### src/rtl/decode_fuse_stage.sv
// Registered decoder stage: decodes address/ALU select codes and fuses runs of INC/DEC/MVR/MVL
// into one op with a repeat count. Two registers (accumulator + output), valid/ready on both sides.
module decode_fuse_stage #(
  parameter int INSTR_W  = 9,
  parameter int MAX_RUN  = 15,
  parameter int CNT_W    = $clog2(MAX_RUN + 1),
  parameter int DROP_NOP = 0
) (
  input  logic               clock,
  input  logic               reset,
  input  logic               flush,
  input  logic               in_valid,
  output logic               in_ready,
  input  logic [INSTR_W-1:0] in_instr,
  output logic               out_valid,
  input  logic               out_ready,
  output logic [2:0]         out_op,
  output logic [2:0]         out_addr_sel,
  output logic [2:0]         out_alu_sel,
  output logic [CNT_W-1:0]   out_count,
  output logic               out_illegal
);

  localparam logic [2:0] OP_INC = 3'd0;
  localparam logic [2:0] OP_DEC = 3'd1;
  localparam logic [2:0] OP_MVR = 3'd4;
  localparam logic [2:0] OP_MVL = 3'd5;
  localparam logic [2:0] OP_NOP = 3'd7;

  logic             acc_vld_q, acc_vld_d;
  logic [2:0]       acc_op_q, acc_op_d;
  logic [2:0]       acc_addr_q, acc_addr_d;
  logic [2:0]       acc_alu_q, acc_alu_d;
  logic [CNT_W-1:0] acc_cnt_q, acc_cnt_d;
  logic             acc_ill_q, acc_ill_d;

  logic             out_vld_q, out_vld_d;
  logic [2:0]       out_op_q, out_op_d;
  logic [2:0]       out_addr_q, out_addr_d;
  logic [2:0]       out_alu_q, out_alu_d;
  logic [CNT_W-1:0] out_cnt_q, out_cnt_d;
  logic             out_ill_q, out_ill_d;

  logic       in_ill, in_fusible, out_free, accept, merge, drop, load, move;
  logic [2:0] in_op, in_addr, in_alu;

  assign in_op      = in_instr[2:0];
  assign in_ill     = |in_instr[INSTR_W-1:3];
  assign in_fusible = (in_op == OP_INC) || (in_op == OP_DEC) ||
                      (in_op == OP_MVR) || (in_op == OP_MVL);

  always_comb begin
    in_addr = 3'd0;
    in_alu  = 3'd0;
    if (!in_ill) begin
      case (in_op)
        3'd2, 3'd3: begin in_addr = 3'd1; in_alu = 3'd2; end
        3'd4, 3'd5: begin in_addr = 3'd0; in_alu = 3'd1; end
        3'd6, 3'd7: begin in_addr = 3'd2; in_alu = 3'd3; end
        default:    begin in_addr = 3'd0; in_alu = 3'd0; end
      endcase
    end
  end

  assign out_free = !out_vld_q || out_ready;
  assign in_ready = !acc_vld_q || out_free;
  assign accept   = in_valid && in_ready;
  assign merge    = accept && acc_vld_q && in_fusible && (in_op == acc_op_q) &&
                    !acc_ill_q && !in_ill && (acc_cnt_q < CNT_W'(MAX_RUN));
  // A dropped NOP is consumed but leaves the accumulator alone, so it never splits a run.
  assign drop     = accept && (DROP_NOP != 0) && !in_ill && (in_op == OP_NOP);
  assign load     = accept && !merge && !drop;
  assign move     = acc_vld_q && out_free && !merge && !drop;

  always_comb begin
    acc_vld_d  = acc_vld_q;
    acc_op_d   = acc_op_q;
    acc_addr_d = acc_addr_q;
    acc_alu_d  = acc_alu_q;
    acc_cnt_d  = acc_cnt_q;
    acc_ill_d  = acc_ill_q;
    if (merge) begin
      acc_cnt_d = acc_cnt_q + CNT_W'(1);
    end else if (load) begin
      acc_vld_d  = 1'b1;
      acc_op_d   = in_op;
      acc_addr_d = in_addr;
      acc_alu_d  = in_alu;
      acc_cnt_d  = CNT_W'(1);
      acc_ill_d  = in_ill;
    end else if (move) begin
      acc_vld_d = 1'b0;
    end
  end

  always_comb begin
    out_vld_d  = out_vld_q;
    out_op_d   = out_op_q;
    out_addr_d = out_addr_q;
    out_alu_d  = out_alu_q;
    out_cnt_d  = out_cnt_q;
    out_ill_d  = out_ill_q;
    if (move) begin
      out_vld_d  = 1'b1;
      out_op_d   = acc_op_q;
      out_addr_d = acc_addr_q;
      out_alu_d  = acc_alu_q;
      out_cnt_d  = acc_cnt_q;
      out_ill_d  = acc_ill_q;
    end else if (out_ready) begin
      out_vld_d = 1'b0;
    end
  end

  always_ff @(posedge clock) begin
    if (reset || flush) begin
      acc_vld_q  <= 1'b0;
      acc_op_q   <= 3'd0;
      acc_addr_q <= 3'd0;
      acc_alu_q  <= 3'd0;
      acc_cnt_q  <= '0;
      acc_ill_q  <= 1'b0;
      out_vld_q  <= 1'b0;
      out_op_q   <= 3'd0;
      out_addr_q <= 3'd0;
      out_alu_q  <= 3'd0;
      out_cnt_q  <= '0;
      out_ill_q  <= 1'b0;
    end else begin
      acc_vld_q  <= acc_vld_d;
      acc_op_q   <= acc_op_d;
      acc_addr_q <= acc_addr_d;
      acc_alu_q  <= acc_alu_d;
      acc_cnt_q  <= acc_cnt_d;
      acc_ill_q  <= acc_ill_d;
      out_vld_q  <= out_vld_d;
      out_op_q   <= out_op_d;
      out_addr_q <= out_addr_d;
      out_alu_q  <= out_alu_d;
      out_cnt_q  <= out_cnt_d;
      out_ill_q  <= out_ill_d;
    end
  end

  assign out_valid    = out_vld_q;
  assign out_op       = out_op_q;
  assign out_addr_sel = out_addr_q;
  assign out_alu_sel  = out_alu_q;
  assign out_count    = out_cnt_q;
  assign out_illegal  = out_ill_q;

endmodule

### config.mk
export PLATFORM = sky130hd
export DESIGN_NAME = decode_fuse_stage
export DESIGN_NICKNAME = d
export VERILOG_FILES = /design/src/rtl/decode_fuse_stage.sv
export SDC_FILE = /design/constraint.sdc
export NUM_CORES = 1
export LEC_CHECK = 0
export ABC_AREA = 1
export BUFFER_PORTS_ARGS = -buffer_cell sky130_fd_sc_hd__buf_2
export CORE_ASPECT_RATIO = 1.4
export CORE_MARGIN = 8
export CORE_UTILIZATION = 30
export CTS_CLUSTER_DIAMETER = 60
export DETAILED_ROUTE_END_ITERATION = 8
export SETUP_SLACK_MARGIN = 0.4
export SYNTH_ARGS = -nofsm -noshare
export SYNTH_HDL_FRONTEND = slang
export SYNTH_SLANG_ARGS = --single-unit
export TNS_END_PERCENT = 100
### constraint.sdc
create_clock -name clock -period 3.4 [get_ports clock]
set_input_delay 0.68 -clock clock [delete_from_list [all_inputs] [get_ports clock]]
set_output_delay 0.68 -clock clock [all_outputs]
set_load 0.05 [all_outputs]
* Yosys cells after proc, flatten, opt, wreduce, memory -nomap -nowiden
Cells that the tools add are included.
Cells by class: add/sub/neg operators 1, order comparisons 1, eq/ne operators 8, multiplexer cells 10, bitwise operators 1, reduce and logical (&&, ||, !) cells 31
Operators with widths (count):
- $eq A3 B3 Y1 const B | 4
- $logic_and A1 B1 Y1 | 10
- $mux W4 | 2
- $eq A3 B2 Y1 const B | 2
- $logic_or A1 B1 Y1 | 6
- $mux W3 | 2
- $pmux W2 S3 | 1
- $reduce_bool A2 Y1 | 3
- $reduce_or A2 Y1 | 3
- $reduce_or A6 Y1 | 1
- $logic_not A1 Y1 | 5
- $add A4 B1 Y4 const B | 1
- $lt A4 B4 Y1 const B | 1
- $mux W1 | 4
- $pmux W2 S2 | 1
- $reduce_and A2 Y1 | 2
- $eq A3 B1 Y1 const B | 1
- $eq A3 B3 Y1 | 1
- $logic_not A3 Y1 | 1
- $not A1 Y1 | 1
Storage, ports and cells: register bits after elaboration 30, bits of input ports 14, output and inout port bits 16, word-level logic and storage cells 64

* Longest topological paths before layout
Gate-level depths: netlist of run 1.
word-level depth 14, gate-level depth with buffers 10, depth with buffers taken out 10

* Least setup slack after synthesis of run 1
OpenSTA, ideal clock, no wires.
path kind register -> register, start point reg out_vld_q (netlist: out_valid), end point reg out_cnt_q[0] (netlist: out_count[0]), library setup time 0.113 ns, data arrival time 1.791 ns, required time 3.287 ns, path slack 1.497 ns, stages on the path, launching flop included 9, path buffers 1, period minus slack after synthesis 1.903 ns, path through dfxtp_1 > nand3_2 > nand2_2 > nor2_1 > nand3_2 > nand3_4 > buf_8 > nor2_1 > nor2_1
On the way: word-level cells in the longest chain between the ends 12, elaborated cells on any way between the ends 13, those cells by class 13 x reduce/logical
Ends and longest elaborated chain:
- from (decl) | line 37 | logic out_vld_q, out_vld_d;
- from (signal assigned) | line 136 | out_vld_q <= out_vld_d;
- $logic_not A1 Y1 | line 65 | assign out_free = !out_vld_q || out_ready;
- $logic_or A1 B1 Y1 | line 65
- $logic_or A1 B1 Y1 | line 66 | assign in_ready = !acc_vld_q || out_free;
- net in_ready | line 13 | output logic in_ready,
- $logic_and A1 B1 Y1 | line 67 | assign accept = in_valid && in_ready;
- $logic_and A1 B1 Y1 (4 in a row) | line 68 | assign merge = accept && acc_vld_q && in_fusible && (in_op == acc_op_q) &&
- $logic_and A1 B1 Y1 (2 in a row) | line 69 | !acc_ill_q && !in_ill && (acc_cnt_q < CNT_W'(MAX_RUN));
- $logic_not A1 Y1 | line 73 | assign move = acc_vld_q && out_free && !merge && !drop;
- $logic_and A1 B1 Y1 | line 73
- to (signal assigned) | line 140 | out_cnt_q <= out_cnt_d;
- to (decl) | line 41 | logic [CNT_W-1:0] out_cnt_q, out_cnt_d;
The timed path passes the listed nets, and every way through them passes these cells. A chain may end at the register's enable or synchronous reset.

* Worst setup path after layout of run 1
start point in out_ready, end point out in_ready
On the way: word-level cells in the longest chain between the ends 2
Ends and longest elaborated chain:
- from (decl) | line 16 | input logic out_ready,
- $logic_or A1 B1 Y1 | line 65
- $logic_or A1 B1 Y1 | line 66
- to (decl) | line 13
No other way between the ends.

==> impl_metrics.env, run 1 <==
export IMPL_skew_ns=0.00195
export IMPL_port_buffers=27
export IMPL_pre_cts_ws_ns=1.54
export IMPL_clk_latency_ns=0.26
export IMPL_placementRows=27
export IMPL_cts_buffers=3
export IMPL_ant_nets=0
export IMPL_vias=1115
export IMPL_synth_compound_area_share_pct=3.54
export IMPL_nets=230
export IMPL_yosys_cell_count_top_type="nand2_1"
export IMPL_path_clk_slew_ns=0.08
export IMPL_die_y_um=92.0
export IMPL_grt_max_degree=26
export IMPL_ys_types=22
export IMPL_yosys_warnings=0
export IMPL_drtIter0Drc=55
export IMPL_startpoint_type="primary input"
export IMPL_antenna_found_initial=0
export IMPL_antenna_diode_count=0
export IMPL_design_area_mm2=0.00142
export IMPL_cp_required_ns=2.72
export IMPL_p_per_area_mw_per_mm2=384
export IMPL_cp_cell_sequence="buf_2, inv_1, nand3_2, buf_2"
export IMPL_ys_ff_latch=26
export IMPL_wl_per_cell_um=9.78
export IMPL_netlist_area_mm2=0.00124
export IMPL_hpwlAfterDp_mm=1.98
export IMPL_total_power_uw=547
export IMPL_rsz0062_at_grt="no"
export IMPL_synthMuxAreaShare_pct=0
export IMPL_firstDrtPassIters=4
export IMPL_critPathMaxFanout=2
export IMPL_grt_pass1_wl_mm=4.31
export IMPL_cts_hold_buffers=0
export IMPL_synth_seq_area_share_pct=42.1
export IMPL_period_share_pct=54.2
export IMPL_multi_input_comb_area_um2=557
export IMPL_total_leakage_power_uw=0.000752
export IMPL_hold_viol_final=0
export IMPL_coreArea_mm2=0.00395
export IMPL_synth_ff_type="dfxtp_1"
export IMPL_period_minus_slack_ns=1.84
export IMPL_cts_max_level=1
export IMPL_synth_xor_area_share_pct=0
export IMPL_die_w_um=70.3
export IMPL_setup_viol=0
export IMPL_max_freq_mhz=543
export IMPL_crit_path_frequent_cell="buf_2"
export IMPL_fin_ws_ns=1.56
export IMPL_yosys_area_share_simple_pct=39.9
export IMPL_ios=30
export IMPL_hold_class="reg2reg"
export IMPL_cp_arrival_ns=1.16
export IMPL_place_congestion=0.765
export IMPL_synth_top_family_by_area="simple AND/OR/NAND/NOR gates"
export IMPL_synthArstFlopShare_pct=0
export IMPL_drc=0
export IMPL_yosys_area_top_type_share_pct=42.1
export IMPL_fillerInstances=448
export IMPL_maxCapViolCount=0
export IMPL_cts_root_buffer="clkbuf_8"
export IMPL_overflow=0
export IMPL_endpoint_kind="primary output"
export IMPL_synth_fa_ha_area_share_pct=1.01
export IMPL_critPathKind="in2out"
export IMPL_cts_setup_buffers=0
export IMPL_grt_pass1_vias=1030
export IMPL_status="finished, final reports clean"
export IMPL_post_cts_resized=0
export IMPL_final_core_util_pct=36.0
export IMPL_synth_common_cells="nand2_1, nor2_1, inv_1, dfxtp_1, nand3_1"
export IMPL_grt_use_total_pct=7.92
export IMPL_tns_ns=0
export IMPL_yosys_top_cells_area="dfxtp_1, nand2_1, nor2_1"
export IMPL_die_area_mm2=0.00646
export IMPL_drv_slew=0
export IMPL_avgSynthCellArea_um2=6.61
export IMPL_cts_root_to_sink_buffers=2
export IMPL_irDropWorstVdd_mv=0.224
export IMPL_synthCells=187
export IMPL_cts_tree="yes"
export IMPL_drt_vias_per_instance=4.36
export IMPL_initial_core_util_pct=31.3
export IMPL_finalWirelength_mm=2.50
export IMPL_final_layout_size_suffix_gt1_share_pct=19.7
export IMPL_crit_slowest_cell="buf_2"
export IMPL_cts_num_sinks=26
export IMPL_synth_edf_count=0
export IMPL_syn2layout_area_growth_pct=15.2
export IMPL_dpl_cell_area_mm2=0.00138
export IMPL_cp_slowest_stage_delay_ns=0.23
export IMPL_final_seq_area_um2=520
export IMPL_synth_area_leader_cell="dfxtp_1"
## critical path: cells and delay by family
family / cells / cell delay [ns]
buffers and inverters: 3 / 0.39
AND/OR/NAND/NOR: 1 / 0.08
## placed cells by master (no fill, tap or decap), types with 2 or more instances in the layout
cell type and count:
conb_1 2, nand4_1 2, o21ai_0 2, inv_1 27
nand2_1 58, nor2_2 2, nand3_2 2, dfxtp_1 26
a21oi_1 4, inv_2 2, clkbuf_8 3, nand2_2 3
nor2_1 42, buf_2 27, nand3_1 5
## final timing paths
path	start	end	slack, ns	cells past startpoint
max reg2reg	acc_cnt_q[0]	out_op[1]	1.75	9
min	acc_addr_q[0]	acc_addr_q[0]	0.45	2
max	out_ready	in_ready	1.56	4
min reg2reg	acc_addr_q[0]	acc_addr_q[0]	0.45	2
## cell type report
| type | count | share of cell area [%] |
|---|---|---|
| repair buffers | 28 | 10.0 |
| well taps | 43 | 3.78 |
| inverters | 29 | 7.64 |
| clock buffers | 3 | 2.90 |
| flip-flops and latches | 26 | 36.6 |
| multi-input cells | 127 | 39.1 |
## where the power goes
part	leakage, µW	internal (µW)	total [µW]	switching, µW
clock network	0.0000216	79.1	166	86.7
registers	0.000211	311	316	5.13
logic	0.000519	19.1	65.2	46.0
total	0.000752	409	547	138
## state kept, by name, summed over array words and instances (netlist names)
signal / flops
acc_ill_q: 1
acc_op_q: 3
acc_addr_q: 2
out_count: 4
acc_vld_q: 1
out_addr_sel: 2
out_op: 3
out_alu_sel: 2
acc_cnt_q: 4
out_illegal: 1
out_valid: 1
acc_alu_q: 2
## metrics by stage
| step | hold slack, ns | cells |
|---|---|---|
| floorplan | 0.420 | 188 |
| global placement | 0.436 | 253 |
| detailed placement | 0.434 | 253 |
| CTS | 0.449 | 256 |
| global route | 0.482 | 256 |
| finish | 0.449 | 256 |
## logic make-up (layout without fill, tap and decap cells)
| kind of cell | after synthesis | in the layout |
|---|---|---|
| AOI/OAI and AO/OA | 8 | 8 |
| DFF | 26 | 26 |
| buffers and inverters | 35 | 60 |
| adders and majority gates | 1 | 1 |
| other | 1 | 2 |
| and+or+nand+nor | 116 | 116 |
## layer usage
layer	vias up	part of all wire (%)	global-route usage, %
met4	0	1.7	4.03
met3	2	4.3	2.27
met1	496	42	8.19
li1	598	-	-
met5	-	0	0
met2	19	52	14.1
No activity file was read; power rests on OpenSTA's default activity.
==> inputs of run 2 (changes only) <==
==> constraint.sdc (replaced) <==
create_clock -name clock -period 1.85 [get_ports clock]
set_input_delay 0.37 -clock clock [delete_from_list [all_inputs] [get_ports clock]]
set_output_delay 0.37 -clock clock [all_outputs]
set_load 0.05 [all_outputs]
==> impl_metrics.env, run 2 (same netlist as run 1, synthesis figures left out) <==
export IMPL_grt_use_total_pct=9.12
export IMPL_ff2ff_setup_slack_ns=0.41
export IMPL_hold_class="in2reg"
export IMPL_cts_num_sinks=26
export IMPL_reg2regPathDepth=8
export IMPL_setup_viol=0
export IMPL_period_minus_slack_ns=1.44
export IMPL_max_freq_mhz=694
export IMPL_coreArea_mm2=0.00395
export IMPL_hold_start="in_instr[2]"
export IMPL_final_cell_mix="nand2_1, nor2_1, buf_2"
export IMPL_cts_root_buffer="clkbuf_8"
export IMPL_initial_core_util_pct=31.3
export IMPL_antenna_found_initial=0
export IMPL_layout_commonest_cell="nand2_1"
export IMPL_port_buffers=27
export IMPL_period_share_pct=77.8
export IMPL_vias=1202
export IMPL_multi_input_comb_area_um2=692
export IMPL_ios=30
export IMPL_path_clk_slew_ns=0.09
export IMPL_maxCapViolCount=0
export IMPL_p_per_area_mw_per_mm2=644
export IMPL_rsz0062_at_grt="yes"
export IMPL_die_w_um=70.3
export IMPL_irDropWorstVdd_mv=0.298
export IMPL_cts_max_level=1
export IMPL_design_area_mm2=0.00165
export IMPL_drc=0
export IMPL_endpoint_kind="flip-flop"
export IMPL_cts_tree="yes"
export IMPL_hpwlAfterDp_mm=1.96
export IMPL_wl_per_cell_um=11.5
export IMPL_cp_arrival_ns=1.61
export IMPL_hold_viol_final=0
export IMPL_critPathMaxFanout=6
export IMPL_nets=241
export IMPL_reg2reg_to="out_op[1]"
export IMPL_finalWirelength_mm=3.08
export IMPL_place_congestion=0.854
export IMPL_clk_latency_ns=0.27
export IMPL_drt_vias_per_instance=4.49
export IMPL_overflow=0
export IMPL_status="finished, final reports clean"
export IMPL_cp_required_ns=2.02
export IMPL_grt_pass1_wl_mm=4.88
export IMPL_die_area_mm2=0.00646
export IMPL_rr_startpoint="acc_cnt_q[1]"
export IMPL_total_leakage_power_uw=0.000817
export IMPL_drv_slew=0
export IMPL_firstDrtPassIters=4
export IMPL_hold_end="acc_addr_q[1]"
export IMPL_final_seq_area_um2=533
export IMPL_tns_ns=0
export IMPL_critPathKind="reg2reg"
export IMPL_syn2layout_area_growth_pct=33.5
export IMPL_cts_buffers=3
export IMPL_grt_max_degree=22
export IMPL_ant_nets=0
export IMPL_placementRows=27
export IMPL_dpl_cell_area_mm2=0.00141
export IMPL_skew_ns=0.00403
export IMPL_final_layout_size_suffix_gt1_share_pct=31.1
export IMPL_antenna_diode_count=0
export IMPL_startpoint_type="flip-flop"
export IMPL_cts_root_to_sink_buffers=2
export IMPL_drtIter0Drc=63
export IMPL_grt_pass1_vias=1123
export IMPL_die_y_um=92.0
export IMPL_min_path_cells=3
export IMPL_fillerInstances=422
-- run 2: cell count changes in the layout (fill, tap and decap cells not counted), moves of 2 or more --
cell / delta
dfxtp_4: +3
nand2_1: -5
nor2_4: +4
nand2_2: +2
inv_1: -2
nand2_4: +3
nor2_1: -4
nand3_4: +4
dfxtp_1: -4
buf_4: +7
-- run 2: metrics by stage --
stage / hold WS, ns / std cells / setup WS (ns) / utilization, % / power [µW]
detailed placement: 0.433 / 253 / 0.274 / 35.6 / 718
CTS: 0.367 / 261 / 0.417 / 38.5 / 1050
finish: 0.369 / 268 / 0.410 / 41.8 / 1060
floorplan: 0.420 / 188 / 0.415 / - / 687
global placement: 0.434 / 253 / 0.263 / 35.6 / 718
global route: 0.374 / 268 / 0.337 / 41.8 / 1110
-- run 2: layout make-up --
class / instances / area share, %
Timing Repair Buffer: 36 / 13.0
Sequential cell: 26 / 32.3
Clock buffer: 4 / 2.73
Tap cell: 43 / 3.26
Inverter: 29 / 6.75
Multi-Input combinational cell: 130 / 41.9
-- run 2: layer usage --
layer  wire length (µm)  global-route usage [%]
met1               1350                    10.3
met2               1510                    14.5
met3                119                    1.94
met4                 97                    7.06
met5                  0                       0
-- run 2: repair_timing --
item	CTS	global route
hold buffers	0	0
buffers inserted	3	5
gates resized for setup	10	21
setup endpoints to repair	24	26
pin swaps	4	13
cloned	1	2
-- run 2: how the worst max path moves through the flow --
stage,startpoint,end,slack [ns],cells after the start
6_report,acc_cnt_q[1],out_op[1],0.41,8
5_1_grt,acc_cnt_q[0],acc_cnt_q[3],0.34,10
4_1_cts,acc_cnt_q[0],acc_cnt_q[2],0.42,10
3_5_place_dp,acc_cnt_q[0],out_count[0],0.27,8
3_3_place_gp,out_ready,out_count[0],0.26,9
2_1_floorplan,out_valid,out_count[0],0.41,8
-- run 2: critical path, cell delays in order, from the launching register on --
cell     delay [ns]
dfxtp_2        0.37
ha_4           0.15
nand2_2        0.06
nor2_2         0.13
nor2_4         0.07
nand3_4        0.14
nand3_2        0.22
nor2_1         0.15
nor2_1         0.05
-- run 2: report_power, final --
group	total, µW	switching, µW	internal, µW
combinational	151	101	49.2
clock	334	179	154
sequential	578	9.43	569
